--- src/rtl/cond_flag_pkg.sv ---
// Shared definitions for the status-flag path: ARM condition codes and the
// bit positions of {z,c,n,v} inside the status register.
package cond_flag_pkg;

    localparam int SR_W = 4;

    localparam int FLAG_Z = 3;
    localparam int FLAG_C = 2;
    localparam int FLAG_N = 1;
    localparam int FLAG_V = 0;

    localparam logic [3:0] COND_EQ = 4'b0000;
    localparam logic [3:0] COND_NE = 4'b0001;
    localparam logic [3:0] COND_CS = 4'b0010;
    localparam logic [3:0] COND_CC = 4'b0011;
    localparam logic [3:0] COND_MI = 4'b0100;
    localparam logic [3:0] COND_PL = 4'b0101;
    localparam logic [3:0] COND_VS = 4'b0110;
    localparam logic [3:0] COND_VC = 4'b0111;
    localparam logic [3:0] COND_HI = 4'b1000;
    localparam logic [3:0] COND_LS = 4'b1001;
    localparam logic [3:0] COND_GE = 4'b1010;
    localparam logic [3:0] COND_LT = 4'b1011;
    localparam logic [3:0] COND_GT = 4'b1100;
    localparam logic [3:0] COND_LE = 4'b1101;
    localparam logic [3:0] COND_AL = 4'b1110;
    localparam logic [3:0] COND_NV = 4'b1111;

endpackage

--- src/rtl/cond_flag_unit_cond_check.sv ---
// Purely combinational ARM condition evaluator; shared with the branch unit,
// so it carries no state and no knowledge of the pipeline.
module cond_check
    import cond_flag_pkg::*;
(
    input  logic [3:0]      cond,
    input  logic [SR_W-1:0] flags,
    output logic            pass
);

    logic z, c, n, v;

    assign z = flags[FLAG_Z];
    assign c = flags[FLAG_C];
    assign n = flags[FLAG_N];
    assign v = flags[FLAG_V];

    always_comb begin
        pass = 1'b0;
        case (cond)
            COND_EQ: pass = z;
            COND_NE: pass = !z;
            COND_CS: pass = c;
            COND_CC: pass = !c;
            COND_MI: pass = n;
            COND_PL: pass = !n;
            COND_VS: pass = v;
            COND_VC: pass = !v;
            COND_HI: pass = c && !z;
            COND_LS: pass = !c || z;
            COND_GE: pass = (n == v);
            COND_LT: pass = (n != v);
            COND_GT: pass = !z && (n == v);
            COND_LE: pass = z || (n != v);
            COND_AL: pass = 1'b1;
            COND_NV: pass = 1'b0;
            default: pass = 1'b0;
        endcase
    end

endmodule

--- src/rtl/cond_flag_unit.sv ---
// Architectural status register plus the ID-stage condition verdict that is
// registered into the ID/EXE boundary, with stall/flush/flag-hazard handling.
module cond_flag_unit
    import cond_flag_pkg::*;
#(
    parameter int BYPASS = 1,
    parameter int CNT_W  = 16
) (
    input  logic             clk,
    input  logic             rst,
    input  logic             sr_we,
    input  logic [SR_W-1:0]  alu_sr,
    input  logic             id_valid,
    input  logic [3:0]       id_cond,
    input  logic             stall,
    input  logic             flush,
    output logic [SR_W-1:0]  sr,
    output logic             exe_valid,
    output logic             cond_pass,
    output logic             flag_hazard,
    output logic [CNT_W-1:0] flag_wr_cnt
);

    localparam logic [CNT_W-1:0] CNT_ONE = 1;

    logic [SR_W-1:0] ef;
    logic            id_pass;

    // With bypass the verdict sees the flags being written this very edge;
    // without it ID must wait one cycle for sr to settle.
    always_comb begin
        ef          = sr;
        flag_hazard = 1'b0;
        if (BYPASS != 0) begin
            if (sr_we) ef = alu_sr;
        end else begin
            flag_hazard = id_valid && sr_we && (id_cond != COND_AL);
        end
    end

    cond_check u_cond_check (
        .cond  (id_cond),
        .flags (ef),
        .pass  (id_pass)
    );

    // Status register and write counter ignore stall/flush entirely.
    always_ff @(posedge clk) begin
        if (rst) begin
            sr          <= '0;
            flag_wr_cnt <= '0;
        end else if (sr_we) begin
            sr          <= alu_sr;
            flag_wr_cnt <= flag_wr_cnt + CNT_ONE;
        end
    end

    always_ff @(posedge clk) begin
        if (rst) begin
            exe_valid <= 1'b0;
            cond_pass <= 1'b0;
        end else if (flush) begin
            exe_valid <= 1'b0;
            cond_pass <= 1'b0;
        end else if (stall) begin
            exe_valid <= exe_valid;
            cond_pass <= cond_pass;
        end else if (flag_hazard) begin
            exe_valid <= 1'b0;
            cond_pass <= 1'b0;
        end else begin
            exe_valid <= id_valid;
            cond_pass <= id_valid && id_pass;
        end
    end

endmodule

--- config.mk ---
export PLATFORM = sky130hd
export DESIGN_NAME = cond_flag_unit
export DESIGN_NICKNAME = d
export VERILOG_FILES = /design/src/rtl/cond_flag_pkg.sv /design/src/rtl/cond_flag_unit_cond_check.sv /design/src/rtl/cond_flag_unit.sv
export SDC_FILE = /design/constraint.sdc
export NUM_CORES = 1
export LEC_CHECK = 0
export ABC_AREA = 1
export BUFFER_PORTS_ARGS = -buffer_cell sky130_fd_sc_hd__clkbuf_2
export CAP_MARGIN = 20
export CORE_MARGIN = 4
export CORE_UTILIZATION = 50
export DETAILED_ROUTE_END_ITERATION = 7
export GPL_TIMING_DRIVEN = 0
export MAX_ROUTING_LAYER = met4
export PLACE_DENSITY_LB_ADDON = 0.05
export SETUP_SLACK_MARGIN = 0.5
export SYNTH_ARGS = -nofsm -noshare
export SYNTH_HDL_FRONTEND = slang
export SYNTH_HIERARCHICAL = 1
export SYNTH_SLANG_ARGS = --single-unit
--- constraint.sdc ---
create_clock -name clk -period 1.4 [get_ports clk]
set_input_delay 0 -clock clk [delete_from_list [all_inputs] [get_ports clk]]
set_output_delay 0 -clock clk [all_outputs]
set_load 0.01 [all_outputs]
==> results of run 1 <==
[worst max-delay path, stage by stage, from the launching register on]
cell,delay (ns)
sky130_fd_sc_hd__dfxtp_2,0.36
sky130_fd_sc_hd__nand2_2,0.07
sky130_fd_sc_hd__nand2_4,0.08
sky130_fd_sc_hd__inv_2,0.05
sky130_fd_sc_hd__nand2_2,0.08
sky130_fd_sc_hd__nand3_1,0.09
sky130_fd_sc_hd__nand2_1,0.08
sky130_fd_sc_hd__nand2_1,0.06
sky130_fd_sc_hd__nand2_1,0.05
sky130_fd_sc_hd__nand3_1,0.07
sky130_fd_sc_hd__nand2_1,0.07
sky130_fd_sc_hd__nand3_2,0.07
sky130_fd_sc_hd__nand3_2,0.07
sky130_fd_sc_hd__a21oi_2,0.04
[synthesized netlist by cell type (all sizes together)]
library cell | count | area (um2)
a211oi | 1 | 7.51
a21oi | 16 | 83.8
and3 | 1 | 6.26
buf | 4 | 22.5
conb | 1 | 3.75
dfxtp | 22 | 440
ha | 1 | 12.5
inv | 22 | 82.6
nand2 | 61 | 241
nand3 | 16 | 85.1
nand3b | 1 | 7.51
nor2 | 28 | 158
nor3 | 1 | 5.00
nor3b | 3 | 22.5
o211ai | 2 | 15.0
o21ai | 8 | 40.0
o21bai | 1 | 7.51
or2 | 1 | 6.26
xor2 | 1 | 8.76
[logic make-up after synthesis]
family	Yosys count	share of synthesized area, %
flip-flops	22	35.1
buffers and inverters	26	8.37
AO/OA/AOI/OAI	28	12.3
AND/OR/NAND/NOR	112	42.3
other	1	0.299
adder cells (fa/ha/maj)	1	0.996
XOR/XNOR	1	0.697
[metrics by stage]
step                setup WS [ns]  util, %  TNS (ns)
global placement          -0.0793     68.5   -0.0793
floorplan                   0.185        -         0
finish                     0.0696     85.4         0
CTS                         0.118     77.7         0
detailed placement         -0.145     68.5    -0.145
global route              -0.0335     85.4   -0.0335
[power groups by stage]
stage               clock network, mW  logic, mW  registers (mW)
floorplan                           0      0.114           0.660
global placement                    0      0.175           0.654
detailed placement                  0      0.182           0.655
CTS                             0.372      0.215           0.640
global route                    0.405      0.283           0.642
finish                          0.371      0.259           0.640
[what timing repair did]
item | in CTS | in global routing
hold endpoints to repair | 8 | 2
cloned | 0 | 0
hold buffers | 8 | 1
pin swaps | 11 | 15
endpoints found under the setup margin | 16 | 22
setup buffers | 8 | 3
resized for setup | 13 | 43
[worst min path at each step]
stage,startpoint,end,slack (ns),cells past startpoint
after detailed placement,id_valid,exe_valid$_SDFFE_PP0N_,0.25,3
after floorplan,stall,exe_valid$_SDFFE_PP0N_,0.14,2
after global routing,alu_sr[0],sr[0]$_SDFF_PP0_,-0.005,3
after CTS,alu_sr[3],sr[3]$_SDFF_PP0_,-0.06,3
final,alu_sr[0],sr[0]$_SDFF_PP0_,-0.03,3
after global placement,id_valid,exe_valid$_SDFFE_PP0N_,0.24,3
[routing by layer]
metal / wire length, um / vias to the layer above / GRT usage, % / part of all wire [%]
met5: 0 / - / - / 0
li1: - / 727 / - / -
met4: 50 / 0 / 7.28 / 1.3
met2: 2050 / 66 / 40.2 / 53
met3: 228 / 10 / 3.79 / 5.8
met1: 1580 / 693 / 24.5 / 40
[sequential cells by signal, summed over array words and instances (netlist names)]
register     count
exe_valid        1
cond_pass        1
sr               4
flag_wr_cnt     16
[area by class of cell]
type	instances	area, um2	area share, %
flip-flops and latches	22	488	24.9
multi-input cells	143	893	45.5
plain buffers	4	28.8	1.47
inverters	22	87.6	4.46
clock buffers	4	36.3	1.85
repair buffers	54	393	20.0
well taps	28	35.0	1.79
==> results.ini, run 1 <==
[power]
power.leakage_nw=0.927
netSwitchingFraction_pct=29.3
combinationalPowerShare_pct=20.4
power_per_cell_area_nw_per_um2=648
p_total_mw=1.27
switching_power_mw=0.373
p_int_mw=0.898
pwr-share-clk_pct=29.2
ir_drop_mv=0.635
seq_pwr_share_pct=50.4

[routing]
via_per_inst=5.40
wire_per_inst_um=14.1
antenna_left=0
drt-initial-drc-count=73
drt_pass1_iterations=4
drc_errors=0
dr_total_vias=1496
wirelength_um=3910

[setup_path]
crit_path_end_kind=flip-flop
crit-reg2reg-launch=sr[1]$_SDFF_PP0_
critical_path.reg2reg.endpoint=cond_pass$_SDFFE_PP0N_
r2r.worst_path.cells=13
crit_start=sr[1]$_SDFF_PP0_
worst-endpoint-required_ns=1.64
cp_max_fo=4
endpoint=cond_pass$_SDFFE_PP0N_
cp-start-kind=flip-flop
r2r_setup_slk_ns=0.07
worst-endpoint-arrival_ns=1.57
setup.worst_path.class=reg -> reg

[place]
gp_routability_congestion=0.789
placement.io_buffers=34
place.detailed.instances=253
detailed_place_hpwl_um=2310
dpl_cell_area_um2=1570

[logic_synthesis]
netlist_area_um2=1260
synth_cell_type_count=28
synth.ff_latch_count=22
synth_seq_area_share_pct=35.1
syn_area_per_cell_um2=6.58
syn-instance-count=191
ys_warn_count=6
synthesis.nets=206

[timing]
hold_violations=1
final-setup-viol-count=0
timing.final.crit_period_ns=1.33
unrepaired_setup_endpoints_after_global_routing=yes
timing_max_transition_violations_final=0
max_fclk_ghz=0.752
timing.clock.skew_ns=0.0103
finalHoldWorstSlack_ns=-0.0265
min_period_over_period_pct=95.0

[cts]
tritoncts=yes
number_of_buffers_on_the_longest_clock_path=2
numCtsBuffers=3
clk_latency_ns=0.32
cts.clk_slew.worst_paths_ns=0.14
cts.sinks=22
root_buffer_selected_by_cts=sky130_fd_sc_hd__clkbuf_4
h-tree-depth=1

[global_route]
grt_pass1_vias=1348
grt_max_degree=13
total_gr_overflow=0
grt_use_total_pct=22.2
grt_first_pass_wirelength_um=5780
antenna_violations_before_repair=0

[status]
failed_checks=hold timing
outcome=finished, violations left

[layout]
final.fill_count=126
stdcell_area_um2=1960
post_route_cells_drive_above_1_share_pct=51.4
num_antenna_cells=0
final_cell_mix=sky130_fd_sc_hd__nand2_1, sky130_fd_sc_hd__clkbuf_2, sky130_fd_sc_hd__nor2_1
fin_nets=265
layout.cells.most_common=sky130_fd_sc_hd__nand2_1
stdcell_count=277
area_delta_synth_final_pct=56.2

[die]
core_area_um2=2300
floorplan.initialDensity_pct=54.7
floorplan.io_pins=37
die_x_um=58.1
floorplan.die_area_um2=3380
core.rowCount=17
vertical_extent_of_the_die_um=58.1

[run]
cap_viol_max_count=0

[hold_path]
hp-class=in -> reg

Power figures use the tool's default switching activity.
==> run 2, diff against run 1 <==
--- a/config.mk
+++ b/config.mk
@@ -12,6 +12,7 @@
 export CORE_UTILIZATION = 50
 export DETAILED_ROUTE_END_ITERATION = 7
 export GPL_TIMING_DRIVEN = 0
+export HOLD_SLACK_MARGIN = 0.08
 export MAX_ROUTING_LAYER = met4
 export PLACE_DENSITY_LB_ADDON = 0.05
 export SETUP_SLACK_MARGIN = 0.5
==> run 2 against run 1 <==
Compared with the run above:
- the run ends with setup timing left
- first-iteration DRC count rose by 27%
- via count rose by 1.7%
- register-to-register slack got worse by 0.07 ns
- combinational power rose by 7%
- sequential cell count did not move
- sequential share of layout area fell by 0.54 points
- largest cell class unchanged
==> results.ini, run 2 (same netlist as run 1, synthesis figures left out) <==
[status]
outcome=finished, violations left
failed_checks=setup timing

[timing]
worst_slack_ns=-0.00316  ; -0.0727 ns
timing.final.crit_period_ns=1.40  ; +0.0727 ns
min_period_over_period_pct=100  ; +5.2 points
hold_violations=0  ; -1
finalHoldWorstSlack_ns=0.0358  ; +0.0623 ns
final-setup-viol-count=1  ; +1
timing.setup.tns_ns=-0.00316  ; -0.00316 ns
timing.clock.skew_ns=0.00413  ; -0.00616 ns
timing_max_transition_violations_final=0  ; unchanged
unrepaired_setup_endpoints_after_global_routing=yes
max_fclk_ghz=0.713  ; -5.2%

[cts]
root_buffer_selected_by_cts=sky130_fd_sc_hd__clkbuf_4
cts.clk_slew.worst_paths_ns=0.13  ; about the same
number_of_buffers_on_the_longest_clock_path=2  ; unchanged
tritoncts=yes
numCtsBuffers=3  ; unchanged
clk_latency_ns=0.30  ; -0.02 ns
cts.sinks=22  ; unchanged
h-tree-depth=1  ; unchanged

[setup_path]
slowest_delay_ns=0.35  ; about the same
cp_max_fo=4  ; unchanged
worst-endpoint-arrival_ns=1.62  ; +0.05 ns
setup.worst_path.class=reg -> reg
path_common_cell=sky130_fd_sc_hd__nand3_2
cp_top_family=simple AND/OR/NAND/NOR gates
crit_path_end_kind=flip-flop
worst-endpoint-required_ns=1.62  ; -0.02 ns
cp-start-kind=flip-flop
crit_start=sr[0]$_SDFF_PP0_
timing.critical_path.cells=nand2_2, nand2_4, buf_4, o211ai_1, nand3_1, nor2_2, nand3_2, nand3_2, a21oi_2
crit-reg2reg-launch=sr[0]$_SDFF_PP0_
slowest_stage=sky130_fd_sc_hd__dfxtp_2
timing.critical_path.buf_inv=1  ; unchanged

[layout]
register_area_um2=488  ; unchanged
area_delta_synth_final_pct=59.7
fin_nets=268  ; +1.1%
final_cell_mix=sky130_fd_sc_hd__nand2_1, sky130_fd_sc_hd__clkbuf_2, sky130_fd_sc_hd__nor2_1
layout.cells.most_common=sky130_fd_sc_hd__nand2_1
largest_reg_flops=16  ; unchanged
largest_register=flag_wr_cnt
stdcell_area_um2=2010  ; +2.2%
largest_registers=flag_wr_cnt x16, sr x4
post_route_cells_drive_above_1_share_pct=52.0  ; +0.58 points
num_antenna_cells=0  ; unchanged
stdcell_count=280  ; +1.1%
multi_input_area_um2=901  ; +0.84%
final.fill_count=123  ; -2.4%

[hold_path]
min-delay-start=alu_sr[0]
hp-class=in -> reg

[routing]
drc_errors=0  ; unchanged
wire_per_inst_um=15.0  ; +6.5%
dr_total_vias=1521  ; +1.7%
drt_pass1_iterations=4  ; unchanged
drt-initial-drc-count=93  ; +27%
via_per_inst=5.43  ; +0.58%
antenna_left=0  ; unchanged
wirelength_um=4210  ; +7.7%

[global_route]
grt_first_pass_wirelength_um=5790  ; +0.12%
antenna_violations_before_repair=0  ; unchanged
grt_max_degree=13  ; unchanged
grt_use_met1_pct=24.1  ; -0.41 points
grt_use_total_pct=22.2  ; unchanged
use_met2_pct=39.8  ; -0.32 points
grt_pass1_vias=1359  ; +0.82%
total_gr_overflow=0  ; unchanged
global_route.peak_usage_layer=met2
grt.met3_usage_pct=4.23  ; +0.45 points

[power]
power.leakage_nw=0.950  ; +2.4%
power_per_cell_area_nw_per_um2=634  ; -2.1%
ir_drop_mv=0.615  ; -3.2%

[die]
vertical_extent_of_the_die_um=58.1  ; unchanged
floorplan.io_pins=37  ; unchanged
floorplan.die_area_um2=3380  ; unchanged
die_x_um=58.1  ; unchanged
floorplan.initialDensity_pct=54.7  ; unchanged
core.rowCount=17  ; unchanged
core_area_um2=2300  ; unchanged

[place]
placement.setup.worst_slack_ns=-0.145  ; unchanged
dpl_cell_area_um2=1570  ; unchanged
gp_routability_congestion=0.789  ; unchanged
place.detailed.instances=253  ; unchanged
placement.io_buffers=34  ; unchanged
detailed_place_hpwl_um=2310  ; unchanged

[run]
cap_viol_max_count=0  ; unchanged

==> run 2: power by group <==
part / switching (mW) / internal, mW
Clock: 0.194 / 0.159
Sequential: 0.0154 / 0.625
Combinational: 0.155 / 0.122
==> run 2: what timing repair did <==
| action | in CTS | in global routing |
|---|---|---|
| buffers inserted | 8 | 5 |
| resized for setup | 13 | 50 |
| hold endpoints to repair | 9 | 3 |
| pin swaps | 11 | 20 |
| hold buffers | 8 | 2 |
| setup endpoints to repair | 16 | 23 |
==> run 2: worst reg2reg max path: stages, from the launching register on <==
cell                       delay [ns]
sky130_fd_sc_hd__dfxtp_2         0.35
sky130_fd_sc_hd__nand2_2         0.10
sky130_fd_sc_hd__nand2_4         0.08
sky130_fd_sc_hd__buf_4           0.15
sky130_fd_sc_hd__o211ai_1        0.20
sky130_fd_sc_hd__nand3_1         0.14
sky130_fd_sc_hd__nor2_2          0.11
sky130_fd_sc_hd__nand3_2         0.08
sky130_fd_sc_hd__nand3_2         0.06
sky130_fd_sc_hd__a21oi_2         0.04
==> run 2: metal layers <==
layer | share of wire (%) | wire, um | vias up
li1 | - | - | 729
met4 | 1.8 | 74 | 0
met5 | 0 | 0 | -
met3 | 7.6 | 318 | 11
met2 | 51 | 2150 | 79
met1 | 40 | 1670 | 702
==> run 2: metrics by stage <==
stage	total power, mW	util [%]
5_1_grt	1.35	87.3
3_5_place_dp	0.837	68.5
2_1_floorplan	0.775	-
6_report	1.27	87.3
3_3_place_gp	0.829	68.5
4_1_cts	1.23	77.7
==> run 2: worst paths after layout <==
check	endpoint	slack, ns	depth (start not counted)
setup / recovery	cond_pass$_SDFFE_PP0N_	-0.003	9
hold / removal	sr[0]$_SDFF_PP0_	0.04	3
setup reg to reg	cond_pass$_SDFFE_PP0N_	-0.003	9
hold reg to reg	cond_pass$_SDFFE_PP0N_	0.48	2
==> run 2: cell type report <==
type	count	area share (%)
multi-input combinational	143	44.9
buffer	4	1.75
timing repair buffer	57	21.0
tap	28	1.75
sequential	22	24.3
clock buffer	4	1.81
inverter	22	4.49
